[src/rtl/izh_neuron_scheduler.sv]
// Time-multiplexed Izhikevich neuron scheduler: holds per-neuron v/u/I and the global
// a/b/c/d/p, sweeps every neuron through one shared datapath per step, applies the spike reset.
module izh_neuron_scheduler #(
    parameter int N_NEURONS = 8,
    parameter int IDX_W     = 3
) (
    input  logic             CLOCK_50,
    input  logic             reset,
    input  logic             step_tick,
    output logic             busy,
    output logic             step_overrun,
    input  logic             cfg_we,
    input  logic [2:0]       cfg_sel,
    input  logic [IDX_W-1:0] cfg_idx,
    input  logic [17:0]      cfg_data,
    output logic             cfg_err,
    output logic             dp_req,
    output logic [17:0]      dp_v,
    output logic [17:0]      dp_u,
    output logic [17:0]      dp_I,
    output logic [17:0]      dp_a,
    output logic [17:0]      dp_b,
    input  logic             dp_ack,
    input  logic [17:0]      dp_vnew,
    input  logic [17:0]      dp_unew,
    output logic             spike_valid,
    output logic [IDX_W-1:0] spike_idx
);

    localparam logic [17:0] LP_V0 = 18'h3599A;
    localparam logic [17:0] LP_U0 = 18'h03333;
    localparam logic [17:0] LP_I0 = 18'h02666;
    localparam logic [17:0] LP_A0 = 18'h0051F;
    localparam logic [17:0] LP_B0 = 18'h03333;
    localparam logic [17:0] LP_C0 = 18'h38000;
    localparam logic [17:0] LP_D0 = 18'h0051F;
    localparam logic [17:0] LP_P0 = 18'h04CCD;

    // One extra bit so N_NEURONS itself is representable for the range check.
    localparam logic [IDX_W:0]   LP_N    = (IDX_W+1)'(N_NEURONS);
    localparam logic [IDX_W-1:0] LP_LAST = IDX_W'(N_NEURONS - 1);

    typedef enum logic [1:0] {S_IDLE, S_ISSUE, S_WAIT, S_WRITE} state_t;

    state_t             r_state;
    state_t             w_next;
    logic [IDX_W-1:0]   r_idx;
    logic signed [17:0] r_v [N_NEURONS];
    logic signed [17:0] r_u [N_NEURONS];
    logic signed [17:0] r_I [N_NEURONS];
    logic signed [17:0] r_a, r_b, r_c, r_d, r_p;
    logic signed [17:0] r_vnew, r_unew;

    logic               w_busy;
    logic               w_in_req;
    logic               w_idx_ok;
    logic               w_cfg_ok;
    logic               w_last;
    logic               w_spike;
    logic signed [17:0] w_cur_v, w_cur_u, w_cur_I;
    logic signed [18:0] w_usum;
    logic signed [17:0] w_usat;

    assign w_busy   = (r_state != S_IDLE);
    assign w_in_req = (r_state == S_ISSUE) || (r_state == S_WAIT);
    assign w_idx_ok = ({1'b0, cfg_idx} < LP_N);
    assign w_cfg_ok = cfg_we && !w_busy && w_idx_ok;
    assign w_last   = (r_idx == LP_LAST);

    assign w_cur_v = r_v[r_idx];
    assign w_cur_u = r_u[r_idx];
    assign w_cur_I = r_I[r_idx];

    // Spike decision looks at the pre-update v held in the state array.
    assign w_spike = (r_state == S_WRITE) && (w_cur_v > r_p);

    assign w_usum = {w_cur_u[17], w_cur_u} + {r_d[17], r_d};
    always_comb begin
        w_usat = w_usum[17:0];
        if (w_usum[18] != w_usum[17])
            w_usat = w_usum[18] ? 18'sh20000 : 18'sh1FFFF;
    end

    always_comb begin
        w_next = r_state;
        case (r_state)
            S_IDLE:  if (step_tick) w_next = S_ISSUE;
            S_ISSUE: w_next = dp_ack ? S_WRITE : S_WAIT;
            S_WAIT:  if (dp_ack) w_next = S_WRITE;
            S_WRITE: w_next = w_last ? S_IDLE : S_ISSUE;
            default: w_next = S_IDLE;
        endcase
    end

    assign busy         = !reset && w_busy;
    assign step_overrun = !reset && step_tick && w_busy;
    assign cfg_err      = !reset && cfg_we && (w_busy || !w_idx_ok);
    assign dp_req       = !reset && w_in_req;
    assign dp_v         = dp_req ? w_cur_v : 18'h0;
    assign dp_u         = dp_req ? w_cur_u : 18'h0;
    assign dp_I         = dp_req ? w_cur_I : 18'h0;
    assign dp_a         = dp_req ? r_a : 18'h0;
    assign dp_b         = dp_req ? r_b : 18'h0;
    assign spike_valid  = !reset && w_spike;
    assign spike_idx    = spike_valid ? r_idx : '0;

    always_ff @(posedge CLOCK_50 or posedge reset) begin
        if (reset) begin
            r_state <= S_IDLE;
            r_idx   <= '0;
            r_vnew  <= '0;
            r_unew  <= '0;
            r_a     <= LP_A0;
            r_b     <= LP_B0;
            r_c     <= LP_C0;
            r_d     <= LP_D0;
            r_p     <= LP_P0;
            for (int i = 0; i < N_NEURONS; i++) begin
                r_v[i] <= LP_V0;
                r_u[i] <= LP_U0;
                r_I[i] <= LP_I0;
            end
        end else begin
            r_state <= w_next;

            if (r_state == S_IDLE && step_tick)
                r_idx <= '0;
            else if (r_state == S_WRITE && !w_last)
                r_idx <= r_idx + 1'b1;

            if (w_in_req && dp_ack) begin
                r_vnew <= dp_vnew;
                r_unew <= dp_unew;
            end

            if (r_state == S_WRITE) begin
                if (w_spike) begin
                    r_v[r_idx] <= r_c;
                    r_u[r_idx] <= w_usat;
                end else begin
                    r_v[r_idx] <= r_vnew;
                    r_u[r_idx] <= r_unew;
                end
            end

            // Config writes are only accepted in IDLE, so they never collide with WRITE.
            if (w_cfg_ok) begin
                case (cfg_sel)
                    3'd0: r_a <= cfg_data;
                    3'd1: r_b <= cfg_data;
                    3'd2: r_c <= cfg_data;
                    3'd3: r_d <= cfg_data;
                    3'd4: r_p <= cfg_data;
                    3'd5: r_I[cfg_idx] <= cfg_data;
                    3'd6: r_v[cfg_idx] <= cfg_data;
                    default: r_u[cfg_idx] <= cfg_data;
                endcase
            end
        end
    end

endmodule
[config.mk]
export PLATFORM = sky130hd
export DESIGN_NAME = izh_neuron_scheduler
export DESIGN_NICKNAME = d
export VERILOG_FILES = /design/src/rtl/izh_neuron_scheduler.sv
export SDC_FILE = /design/constraint.sdc
export NUM_CORES = 2
export LEC_CHECK = 0
export CAP_MARGIN = 0
export CORE_UTILIZATION = 35
export CTS_BUF_LIST = sky130_fd_sc_hd__clkbuf_16
export DETAILED_ROUTE_END_ITERATION = 7
export SLEW_MARGIN = 15
export SYNTH_ARGS = -nofsm -noshare
export SYNTH_HDL_FRONTEND = slang
export SYNTH_SLANG_ARGS = --single-unit
[constraint.sdc]
create_clock -name CLOCK_50 -period 27 [get_ports CLOCK_50]
set_input_delay 4.05 -clock CLOCK_50 [delete_from_list [all_inputs] [get_ports CLOCK_50]]
set_output_delay 4.05 -clock CLOCK_50 [all_outputs]
set_load 0.005 [all_outputs]
==> impl_metrics.ini <==
[synthesis]
synthFlopType = dfrtp_1
yosysSeqAreaShare_pct = 50.3
yosys.cell_count.top_type = dfrtp_1
postSynthAreaPerCell_um2 = 10.5
synth_seq_cells = 563
synthCells = 2711
yosys.area.top_type = dfrtp_1
ys_types = 68
synth-edff-count = 0
synth_top_area_share_pct = 28.9
ys_warn_count = 0
synthArstFlopShare_pct = 100
synth_common_cells = dfrtp_1, a22oi_1, mux2_2, dfstp_2, clkbuf_1
netlist_area_um2 = 28600
syn-num-nets = 2820
synth_area_leaders = dfrtp_1, dfstp_2, mux2_2

[cts]
post_cts_buffers = 0
worstSkewPairLatency_ns = 0.65
post_cts_resized = 0
cts_tree = built
cts_root_buffer = clkbuf_16
path_clk_slew_ns = 0.06
cts_hold_repair.buffers = 0
htree_levels = 2
numCtsBuffers = 61
clock_sinks = 563
cts_buffer_depth = 3

[placement]
dp_hpwl_um = 59900
port_buffers = 162
routabilityCongestion = 0.909
post-place-ws_ns = 15.14

[worst_setup_path]
reg2reg_slack_ns = 20.65
crit_type = in2out
crit_required_ns = 22.95
timing.rr.end = r_v[67]
endpoint = dp_b[0]
cp-start-kind = primary input
crit_start = reset
reg2reg_depth = 15
r2r-start = r_idx[0]
critPathMaxFanout = 94
cp-end-kind = output port
arrival_ns = 7.78

[sta]
fin_skew_ns = 0.0270
slew_viol_final = 0
worst_slack_ns = 15.17
finalHoldViolations = 0
maxSlewHeadroom_pct = 15.8
setup_viol_count_final = 0
min_period_ns = 11.83
max_freq_mhz = 84.5
grt_setup_unrepaired = no
setup-tns-final_ns = 0
fin_crit_sh_pct = 43.8
worstMarginPinSlew_ns = 1.26

[global_route]
grt_max_degree = 208
grt_pass1_wl_um = 152000
grt_use_total_pct = 24.3
antenna_found_initial = 7
grt_pass1_vias = 23900
gr-total-overflow = 0

[drt]
drcViolationCount = 18
vias_per_cell = 6.18
wirelength_um = 103000
ant_nets = 0
vias = 23900
firstDrtPassIters = 8
drt_iter0_markers = 3183
wl_per_cell_um = 26.6

[finish]
area_growth_pct = 16.0
nets = 2866
fin_util_pct = 41.1
drive_above_1_share_pct = 25.8

[die]
die_y_um = 288
coreArea_um2 = 80700
pin_count = 163
rows = 104
die_width_um = 288
initial_core_util_pct = 35.4
dieArea_um2 = 82800

[power]
leakage_nw = 13.7
peakVddDrop_mv = 0.0730
cellPowerDensity_nw_per_um2 = 127

[worst_hold_path]
hp-class = reg2reg
min_from = r_I[3]

[job]
drv_cap = 0

[status]
outcome = complete, but fails checks
violations = DRC
==> through the flow <==
step | instance area (µm²) | hold WS [ns] | cells | power (mW)
4_1_cts | 33100 | 0.510 | 3869 | 4.17
3_5_place_dp | 31200 | 0.495 | 3753 | 3.35
2_1_floorplan | 28600 | 0.471 | 2711 | 2.72
5_1_grt | 33200 | 0.516 | 3874 | 4.43
6_report | 33200 | 0.508 | 3874 | 4.20
3_3_place_gp | 31200 | 0.489 | 3753 | 3.28
==> critical path: stages <==
cell,delay [ns]
clkdlybuf4s50_1,0.54
inv_8,0.52
nand2_1,0.73
inv_2,1.07
and2_1,0.25
clkdlybuf4s50_1,0.52
==> report_power, final <==
part	total [mW]	internal, mW	switching, mW	leakage, nW
registers	1.47	1.27	0.206	6.60
logic	1.91	0.770	1.14	6.12
clock network	0.813	0.456	0.357	0.986
total	4.20	2.49	1.70	13.7
==> worst min path at each step <==
stage / endpoint / slack [ns] / cells past startpoint
finish: r_I[3] / 0.51 / 1
global route: r_I[79] / 0.52 / 1
CTS: r_I[7] / 0.51 / 1
detailed placement: r_b[2] / 0.50 / 1
global placement: r_I[48] / 0.49 / 1
floorplan: r_a[11] / 0.47 / 1
==> per-layer routing <==
layer	routed length (µm)	vias up	global-route usage (%)	share of wire (%)
met5	28	-	0	0.027
met4	3150	4	8.78	3.1
met3	10600	253	5.47	10
met2	47700	1434	38.6	46
met1	41400	12100	32.5	40
li1	-	10100	-	-
==> final cells by class <==
class                   instances  area (µm²)
diodes                          4        10.0
clock buffers                  61        1530
clock inverters                55         383
fillers                      7682       47500
inverters                      28         113
multi-input cells            1870       13200
flip-flops and latches        563       14400
well taps                    1060        1330
repair buffers                233        2190
==> flip-flops by register name (all words and copies together) (netlist names) <==
signal and count:
r_I 144, r_u 144, r_v 144, r_a 18
r_b 18, r_c 18, r_d 18, r_p 18
r_unew 18, r_vnew 18, r_idx 3, r_state 2
==> layout by cell type (no fill, tap or decap), types with 36 or more instances in the layout <==
cell	synthesis	routed
buf_4	1	69
ha_1	43	43
a2bb2oi_1	48	48
clkdlybuf4s50_1	0	162
dfstp_2	233	233
a31oi_1	36	36
nand2_1	180	172
nor2_1	90	75
and2_1	84	83
and3_1	130	129
inv_1	28	40
a21oi_1	147	147
dfrtp_1	330	330
o21ai_1	136	136
clkbuf_16	0	61
nand4_1	38	38
mux2_2	256	256
o21ai_0	161	161
a22oi_1	257	257
==> logic make-up (layout without fill, tap and decap cells) <==
logic type / count (synthesis) / after routing / share of synthesized area [%]
other cells: 0 / 4 / 0
flops: 563 / 563 / 50.3
fa+ha+maj: 48 / 48 / 2.09
buf+inv: 278 / 377 / 3.84
simple gates: 589 / 589 / 10.6
compound gates: 939 / 939 / 21.7
mux: 276 / 276 / 10.9
xor+xnor: 18 / 18 / 0.617
Power figures use the tool's default switching activity.
